## config.mk

```make
export PLATFORM = sky130hd
export DESIGN_NAME = note_player
export DESIGN_NICKNAME = d
export VERILOG_FILES = /design/src/rtl/note_player.sv
export SDC_FILE = /design/constraint.sdc
export NUM_CORES = 1
export LEC_CHECK = 0
export ABC_AREA = 1
export CORE_MARGIN = 8
export CORE_UTILIZATION = 56
export DETAILED_ROUTE_END_ITERATION = 10
export PLACE_DENSITY = 0.89
export SYNTH_ARGS = -nofsm -noshare
export SYNTH_HDL_FRONTEND = slang
export SYNTH_SLANG_ARGS = --single-unit
```

## constraint.sdc

```tcl
create_clock -name clk -period 5.7 [get_ports clk]
set_input_delay 1.14 -clock clk [delete_from_list [all_inputs] [get_ports clk]]
set_output_delay 1.14 -clock clk [all_outputs]
set_load 0.005 [all_outputs]
```

## src/rtl/note_player.sv

```systemverilog
// note_player: plays back the recorded note memory in address order as a
// square wave on audio_out. Each note is fetched (FETCH), latched into
// cur_note for the frequency lookup (LATCH), sounded for NOTE_TICKS cycles
// (PLAY) and followed by GAP_TICKS cycles of silence (GAP).
// Optional build macro LOOP_PLAYBACK_EN: replay the recording indefinitely
// until stop or reset instead of finishing with a done pulse.
module note_player #(
  parameter int unsigned NOTE_TICKS = 25000000,
  parameter int unsigned GAP_TICKS  = 1250000
) (
  input  logic        clk,
  input  logic        reset,
  input  logic        start,
  input  logic        stop,
  input  logic [4:0]  note_count,
  output logic [3:0]  rd_addr,
  input  logic [5:0]  rd_data,
  output logic [5:0]  cur_note,
  input  logic [31:0] half_period,
  output logic        audio_out,
  output logic        playing,
  output logic        done
);

  typedef enum logic [2:0] {IDLE, FETCH, LATCH, PLAY, GAP} state_t;

  localparam logic [31:0] NOTE_LAST = 32'(NOTE_TICKS - 1);
  localparam logic [31:0] GAP_LAST  = (GAP_TICKS == 0) ? 32'd0 : 32'(GAP_TICKS - 1);
  localparam bit          HAS_GAP   = (GAP_TICKS != 0);
`ifdef LOOP_PLAYBACK_EN
  localparam bit          LOOP      = 1'b1;
`else
  localparam bit          LOOP      = 1'b0;
`endif

  state_t      state;
  state_t      state_next;
  logic [4:0]  count_reg;
  logic [4:0]  clamped;
  logic [31:0] tone_cnt;
  logic [31:0] dur_cnt;
  logic        dur_end;
  logic        advance;
  logic        last_note;
  logic        silent;

  // More than 16 notes cannot exist in a 16-entry memory.
  assign clamped   = (note_count > 5'd16) ? 5'd16 : note_count;
  assign last_note = ({1'b0, rd_addr} == count_reg - 5'd1);
  // A rest (note nibble F) or an unknown frequency (half_period 0) stays silent.
  assign silent    = (half_period == 32'd0) || (cur_note[3:0] == 4'hF);
  assign playing   = (state != IDLE);
  assign dur_end   = (state == PLAY) ? (dur_cnt == NOTE_LAST)
                                     : ((state == GAP) && (dur_cnt == GAP_LAST));

  // State register.
  always_ff @(posedge clk) begin
    if (!reset) state <= IDLE;
    else        state <= state_next;
  end

  // Next-state logic; stop overrides everything except reset.
  always_comb begin
    state_next = state;
    advance    = 1'b0;
    if (stop) begin
      state_next = IDLE;
    end else begin
      case (state)
        IDLE:    if (start && (clamped != 5'd0)) state_next = FETCH;
        FETCH:   state_next = LATCH;
        LATCH:   state_next = PLAY;
        PLAY: begin
          if (dur_end) begin
            if (HAS_GAP) state_next = GAP;
            else         advance    = 1'b1;
          end
        end
        GAP:     if (dur_end) advance = 1'b1;
        default: state_next = IDLE;
      endcase
      if (advance) state_next = (last_note && !LOOP) ? IDLE : FETCH;
    end
  end

  // Address, note latch, tone/duration counters and the audio square wave.
  always_ff @(posedge clk) begin
    if (!reset) begin
      rd_addr   <= 4'd0;
      cur_note  <= 6'd0;
      audio_out <= 1'b0;
      done      <= 1'b0;
      count_reg <= 5'd0;
      tone_cnt  <= 32'd0;
      dur_cnt   <= 32'd0;
    end else begin
      done <= 1'b0;
      if (stop) begin
        rd_addr   <= 4'd0;
        audio_out <= 1'b0;
        tone_cnt  <= 32'd0;
        dur_cnt   <= 32'd0;
      end else begin
        case (state)
          IDLE: begin
            audio_out <= 1'b0;
            if (start && (clamped != 5'd0)) begin
              count_reg <= clamped;
              rd_addr   <= 4'd0;
              tone_cnt  <= 32'd0;
              dur_cnt   <= 32'd0;
            end
          end
          LATCH: begin
            cur_note  <= rd_data;
            tone_cnt  <= 32'd0;
            dur_cnt   <= 32'd0;
            audio_out <= 1'b0;
          end
          PLAY: begin
            if (dur_end) begin
              audio_out <= 1'b0;
              tone_cnt  <= 32'd0;
              dur_cnt   <= 32'd0;
            end else begin
              dur_cnt <= dur_cnt + 32'd1;
              if (silent) begin
                audio_out <= 1'b0;
                tone_cnt  <= 32'd0;
              end else if (tone_cnt >= half_period - 32'd1) begin
                // >= rather than == so a lookup change mid-note cannot strand the counter.
                audio_out <= ~audio_out;
                tone_cnt  <= 32'd0;
              end else begin
                tone_cnt <= tone_cnt + 32'd1;
              end
            end
          end
          GAP: begin
            audio_out <= 1'b0;
            dur_cnt   <= dur_end ? 32'd0 : dur_cnt + 32'd1;
          end
          default: ;
        endcase
        if (advance) begin
          if (last_note) begin
            rd_addr <= 4'd0;
            done    <= ~LOOP;
          end else begin
            rd_addr <= rd_addr + 4'd1;
          end
        end
      end
    end
  end

endmodule

```

# --- Word level (Yosys, flattened, before mapping) ---
# Cells that the tools add are included.
word_totals:
  reg_bits: 84
  input_bits: 47
  output_inout_bits: 13
  elab_cells: 82
classes:
  n_addsub: 5
  order_cmp: 2
  eq_ne: 13
  mux: 27
  bitwise: 4
  reduce_logical: 23
op_table:
  columns: ["operator", "n"]
  rows:
  - ["$pmux 32 s3", 2]
  - ["$mux 32", 5]
  - ["$add 32x1->32 const B", 2]
  - ["$eq 32x21->1 const B", 1]
  - ["$eq 32x25->1 const B", 1]
  - ["$ge 32x32->1", 1]
  - ["$logic_not 32->1", 1]
  - ["$sub 32x1->32 const B", 1]
  - ["$mux 4", 4]
  - ["$pmux 3 s5", 1]
  - ["$mux 1", 10]
  - ["$reduce_and 2->1", 5]
  - ["$mux 3", 3]
  - ["$reduce_bool 3->1", 3]
  - ["$eq 3x2->1 const B", 2]
  - ["$reduce_and 3->1", 2]
  - ["$reduce_bool 2->1", 3]
  - ["$reduce_or 3->1", 2]
  - ["$eq 4x5->1", 1]
  - ["$gt 5x5->1 const B", 1]
  - ["$mux 5", 1]
  - ["$reduce_bool 5->1", 1]
  - ["$sub 5x1->5 const B", 1]
  - ["$add 4x1->4 const B", 1]
  - ["14 further kinds", 19]

# --- Longest topological paths before layout ---
logic_depth:
  word_depth: 9
  ltp_mapped: 21
  ltp_nobuf: 20

# --- Worst setup path before layout ---
# No wires, ideal clock.
synth_timing:
  kind: "input to register"
  from: "input port half_period[0]"
  to: "register tone_cnt[30]"
  setup_time_ns: 0.062
  t_arrival_ns: 3.489
  required_ns: 5.638
  slack_ns: 2.149
  path_stages: 20
  path_buffers: 1
  path_cell_list: "inv_1 > nand2_1 > nor2_4 > nand2_2 > nor3_2 > nand2_1 > nor2_2 > nand2_1 > nor2_1 > xor2_1 > ha_1 > a21o_1 > nor3_1 > nand2_1 > a21oi_2 > nand3_2 > nand2_2 > nand2_4 > buf_6 > nor2_2"
synth_between:
  elab_chain_cells: 6
  elab_cells_between_ends: 8
  cone_classes: "add/sub: 1; order compare: 1; mux: 4; reduce/logical: 2"
synth_rtl:
  columns: ["item", "line_no", "source"]
  rows:
  - ["start: declaration", "19", "input logic [31:0] half_period,"]
  - ["$sub 32x1->32", "130", "end else if (tone_cnt >= half_period - 32'd1) begin"]
  - ["$ge 32x32->1", "130", null]
  - ["$mux 32", "130", null]
  - ["$mux 32 *", "127", "if (silent) begin"]
  - ["$mux 32 *", "121", "if (dur_end) begin"]
  - ["$pmux 32 s3 *", "104", "case (state)"]
  - ["end signal: assignment", "135", "tone_cnt <= tone_cnt + 32'd1;"]
  - ["end: declaration", "40", "logic [31:0] tone_cnt;"]
# Every way passes the cells marked *; elsewhere a longest branch is shown, timed or not.
# A chain may end at the register's enable or synchronous reset.

# --- Worst setup path in the final report ---
layout_timing:
  from: "input port half_period[4]"
  to: "register tone_cnt[8]"
# Same word-level chain as after synthesis.

==> impl_results.md <==
* Status: complete, no violations
* Die area at 0.0149 mm2
* Post-cts sizing count at 0
* Leakage at 2.98 nW
* Count of input and output buffers at 59
* Post-Syn Area at 0.00632 mm2
* Post-route ant nets at 0
* Std-Cell Rows at 39
* Max FO, Critical Path at 30
* Crit path time final at 4.13 ns
* Largest net degree at the start of global routing at 31
* Mapped Nets at 1,037
* Root Buffer: clkbuf_16
* Vias per cell at 5.21
* Final #Nets at 1,097
* PwrDens at 179 mW/mm2
* CP required at 5.97 ns
* Io pins at 60
* TritonCTS clock tree: built
* Area taken by multi-input logic gates at 0.00406 mm2
* Period utilisation layout at 0.725
* Arrival @ worst endpoint at 4.40 ns
* Max frequency at 242 MHz
* Netlist cell types at 42
* Final WL at 14,900 um
* Clock tree buffer depth at 2
* Max Cap Violations at 0
* Die height at 122 um
* Final GP Congestion at 0.931
* Biggest regs: dur_cnt x32, tone_cnt x32, cur_note x6
* Ant. Diodes at 0
* Clk sinks at 84
* Die X-Extent at 122 um
* Pre-antenna DRT Iters at 6
* Drt wl/cell at 12.8 um
* WHS Path Cells at 2
* Worst IR Drop VDD at 0.000140 V
* Area of the core at 0.0112 mm2
* Post-synthesis sequential area ratio at 0.266
* Yosys warns at 0
* Starting Density at 0.563
* Actual slew at the worst max-slew pin at 0.540 ns
* Vias in the first global route at 5,891
* First-pass GRT wire length at 25,600 um
* Post-DP HPWL at 11,400 um
* Global-route usage over all layers at 0.205
* Hold Path Class: flop to flop
* # hold bufs at CTS at 0
* Share of layout cells above drive strength 1 at 0.0816
* Area Overhead vs Synth at 15.0%
* Place WS at 1.29 ns
* Syn Inst Count at 952
* Routed via count at 6,049
* #FFs+latches synth at 84
* DR DRC count at 0
* GRT overflow at 0
* Antenna violations before repair at 0
* Post-CTS Setup Bufs at 0
* Worst-case reg-to-reg path depth at 12
* FILL cells at 983
* CP startpoint kind: input pin
* Worst setup margin at 1.57 ns
* Critical path type: input pin to flop
* Initial drt markers at 465
* RSZ-0062 raised after global routing: no
* Worst-Skew Late Latency at 0.34 ns
* Final count of negative-setup-slack endpoints at 0
* Crit. End Element: flop
* Worst-path clk slew at 0.07 ns
* CTS H-tree depth at 3
* Final hold vios at 0
* Num CTS Buffers at 9
* Reg area at 0.00168 mm2
* Slew HR at 0.637
* Mean post-synth cell area at 6.64 um2
* Worst clock skew at 0.00901 ns
* Max Slew Vio Count at 0
* Fin Setup TNS at 0 ns
[through the flow]
step | std cells | total power, mW | cell area (um2) | hold slack, ns | utilization
floorplan | 952 | 0.700 | 6320 | 0.456 | -
global placement | 1144 | 0.748 | 6980 | 0.466 | 0.622
detailed placement | 1144 | 0.752 | 6980 | 0.475 | 0.622
CTS | 1160 | 1.31 | 7270 | 0.488 | 0.648
global route | 1160 | 1.35 | 7270 | 0.520 | 0.648
finish | 1160 | 1.30 | 7270 | 0.487 | 0.648
[worst max-delay path: stages]
cell,delay (ns)
clkdlybuf4s50_1,0.45
nor2_1,0.18
nand2_1,0.12
nor2_4,0.15
nand2_2,0.10
nor3_2,0.19
nand2_1,0.10
nor2_2,0.12
nand2_1,0.09
nor2_1,0.15
xor2_1,0.17
ha_1,0.26
a21o_1,0.18
nor3_1,0.15
nand2_1,0.08
a21oi_2,0.11
nand3_2,0.13
nand2_2,0.12
nand2_4,0.22
nor2_1,0.18
[final cells by class]
cell class / count / share of cell area
multi-input cells: 733 / 0.559
inverters: 125 / 0.0649
clock inverters: 6 / 0.00671
repair buffers: 59 / 0.0812
clock buffers: 10 / 0.0329
flip-flops and latches: 84 / 0.231
well taps: 143 / 0.0246
[where the power goes]
group	internal, mW	switching, mW
Clock	0.311	0.249
Sequential	0.591	0.00339
Combinational	0.0625	0.0831
[path summary, 6_finish.rpt]
path | slack [ns] | endpoint | startpoint
worst max-delay path | 1.57 | tone_cnt[8] | half_period[4]
worst min-delay path | 0.49 | cur_note[5] | cur_note[5]
worst min register to register | 0.49 | cur_note[5] | cur_note[5]
worst max register to register | 3.55 | dur_cnt[15] | dur_cnt[0]
[cell families after synthesis]
family          share of synthesized area
xor+xnor                            0.101
simple gates                        0.410
flops                               0.266
buf+inv                            0.0914
mux                               0.00158
compound gates                     0.0544
fa+ha+maj                          0.0752
[Yosys cell counts, drive strengths merged]
library cell,instances,share of area
a211oi,1,0.0012
a21o,4,0.0048
a21oi,29,0.024
a22oi,4,0.0048
a31oi,4,0.0040
buf,9,0.016
clkbuf,1,0.00059
dfxtp,84,0.27
ha,38,0.075
inv,125,0.075
mux2i,1,0.0016
nand2,226,0.14
nand3,61,0.054
nand3b,2,0.0044
nand4,24,0.031
nor2,204,0.14
nor3,32,0.029
nor3b,1,0.0020
nor4,5,0.0049
o21a,1,0.0012
o21ai,15,0.012
o22ai,2,0.0020
o31ai,1,0.0012
or2,5,0.0049
xnor2,22,0.030
xor2,51,0.071
[layout by cell type (no fill, tap or decap), drive strengths merged, types with 5 or more instances in the layout]
| master | count |
|---|---|
| nand2 | 226 |
| nor2 | 204 |
| inv | 126 |
| dfxtp | 84 |
| nand3 | 61 |
| clkdlybuf4s50 | 59 |
| xor2 | 51 |
| ha | 38 |
| nor3 | 32 |
| a21oi | 29 |
| nand4 | 24 |
| xnor2 | 22 |
| o21ai | 15 |
| clkbuf | 10 |
| nor4 | 5 |
| or2 | 5 |
[layer usage]
layer | vias up | GRT usage | share of wire | routed length [um]
li1 | 3143 | - | - | -
met4 | 0 | 0.0845 | 0.025 | 370
met1 | 2702 | 0.246 | 0.44 | 6600
met2 | 162 | 0.348 | 0.48 | 7060
met3 | 42 | 0.0432 | 0.056 | 827
met5 | - | 0 | 0 | 0
Note: power is estimated with default switching activity, not from simulation.
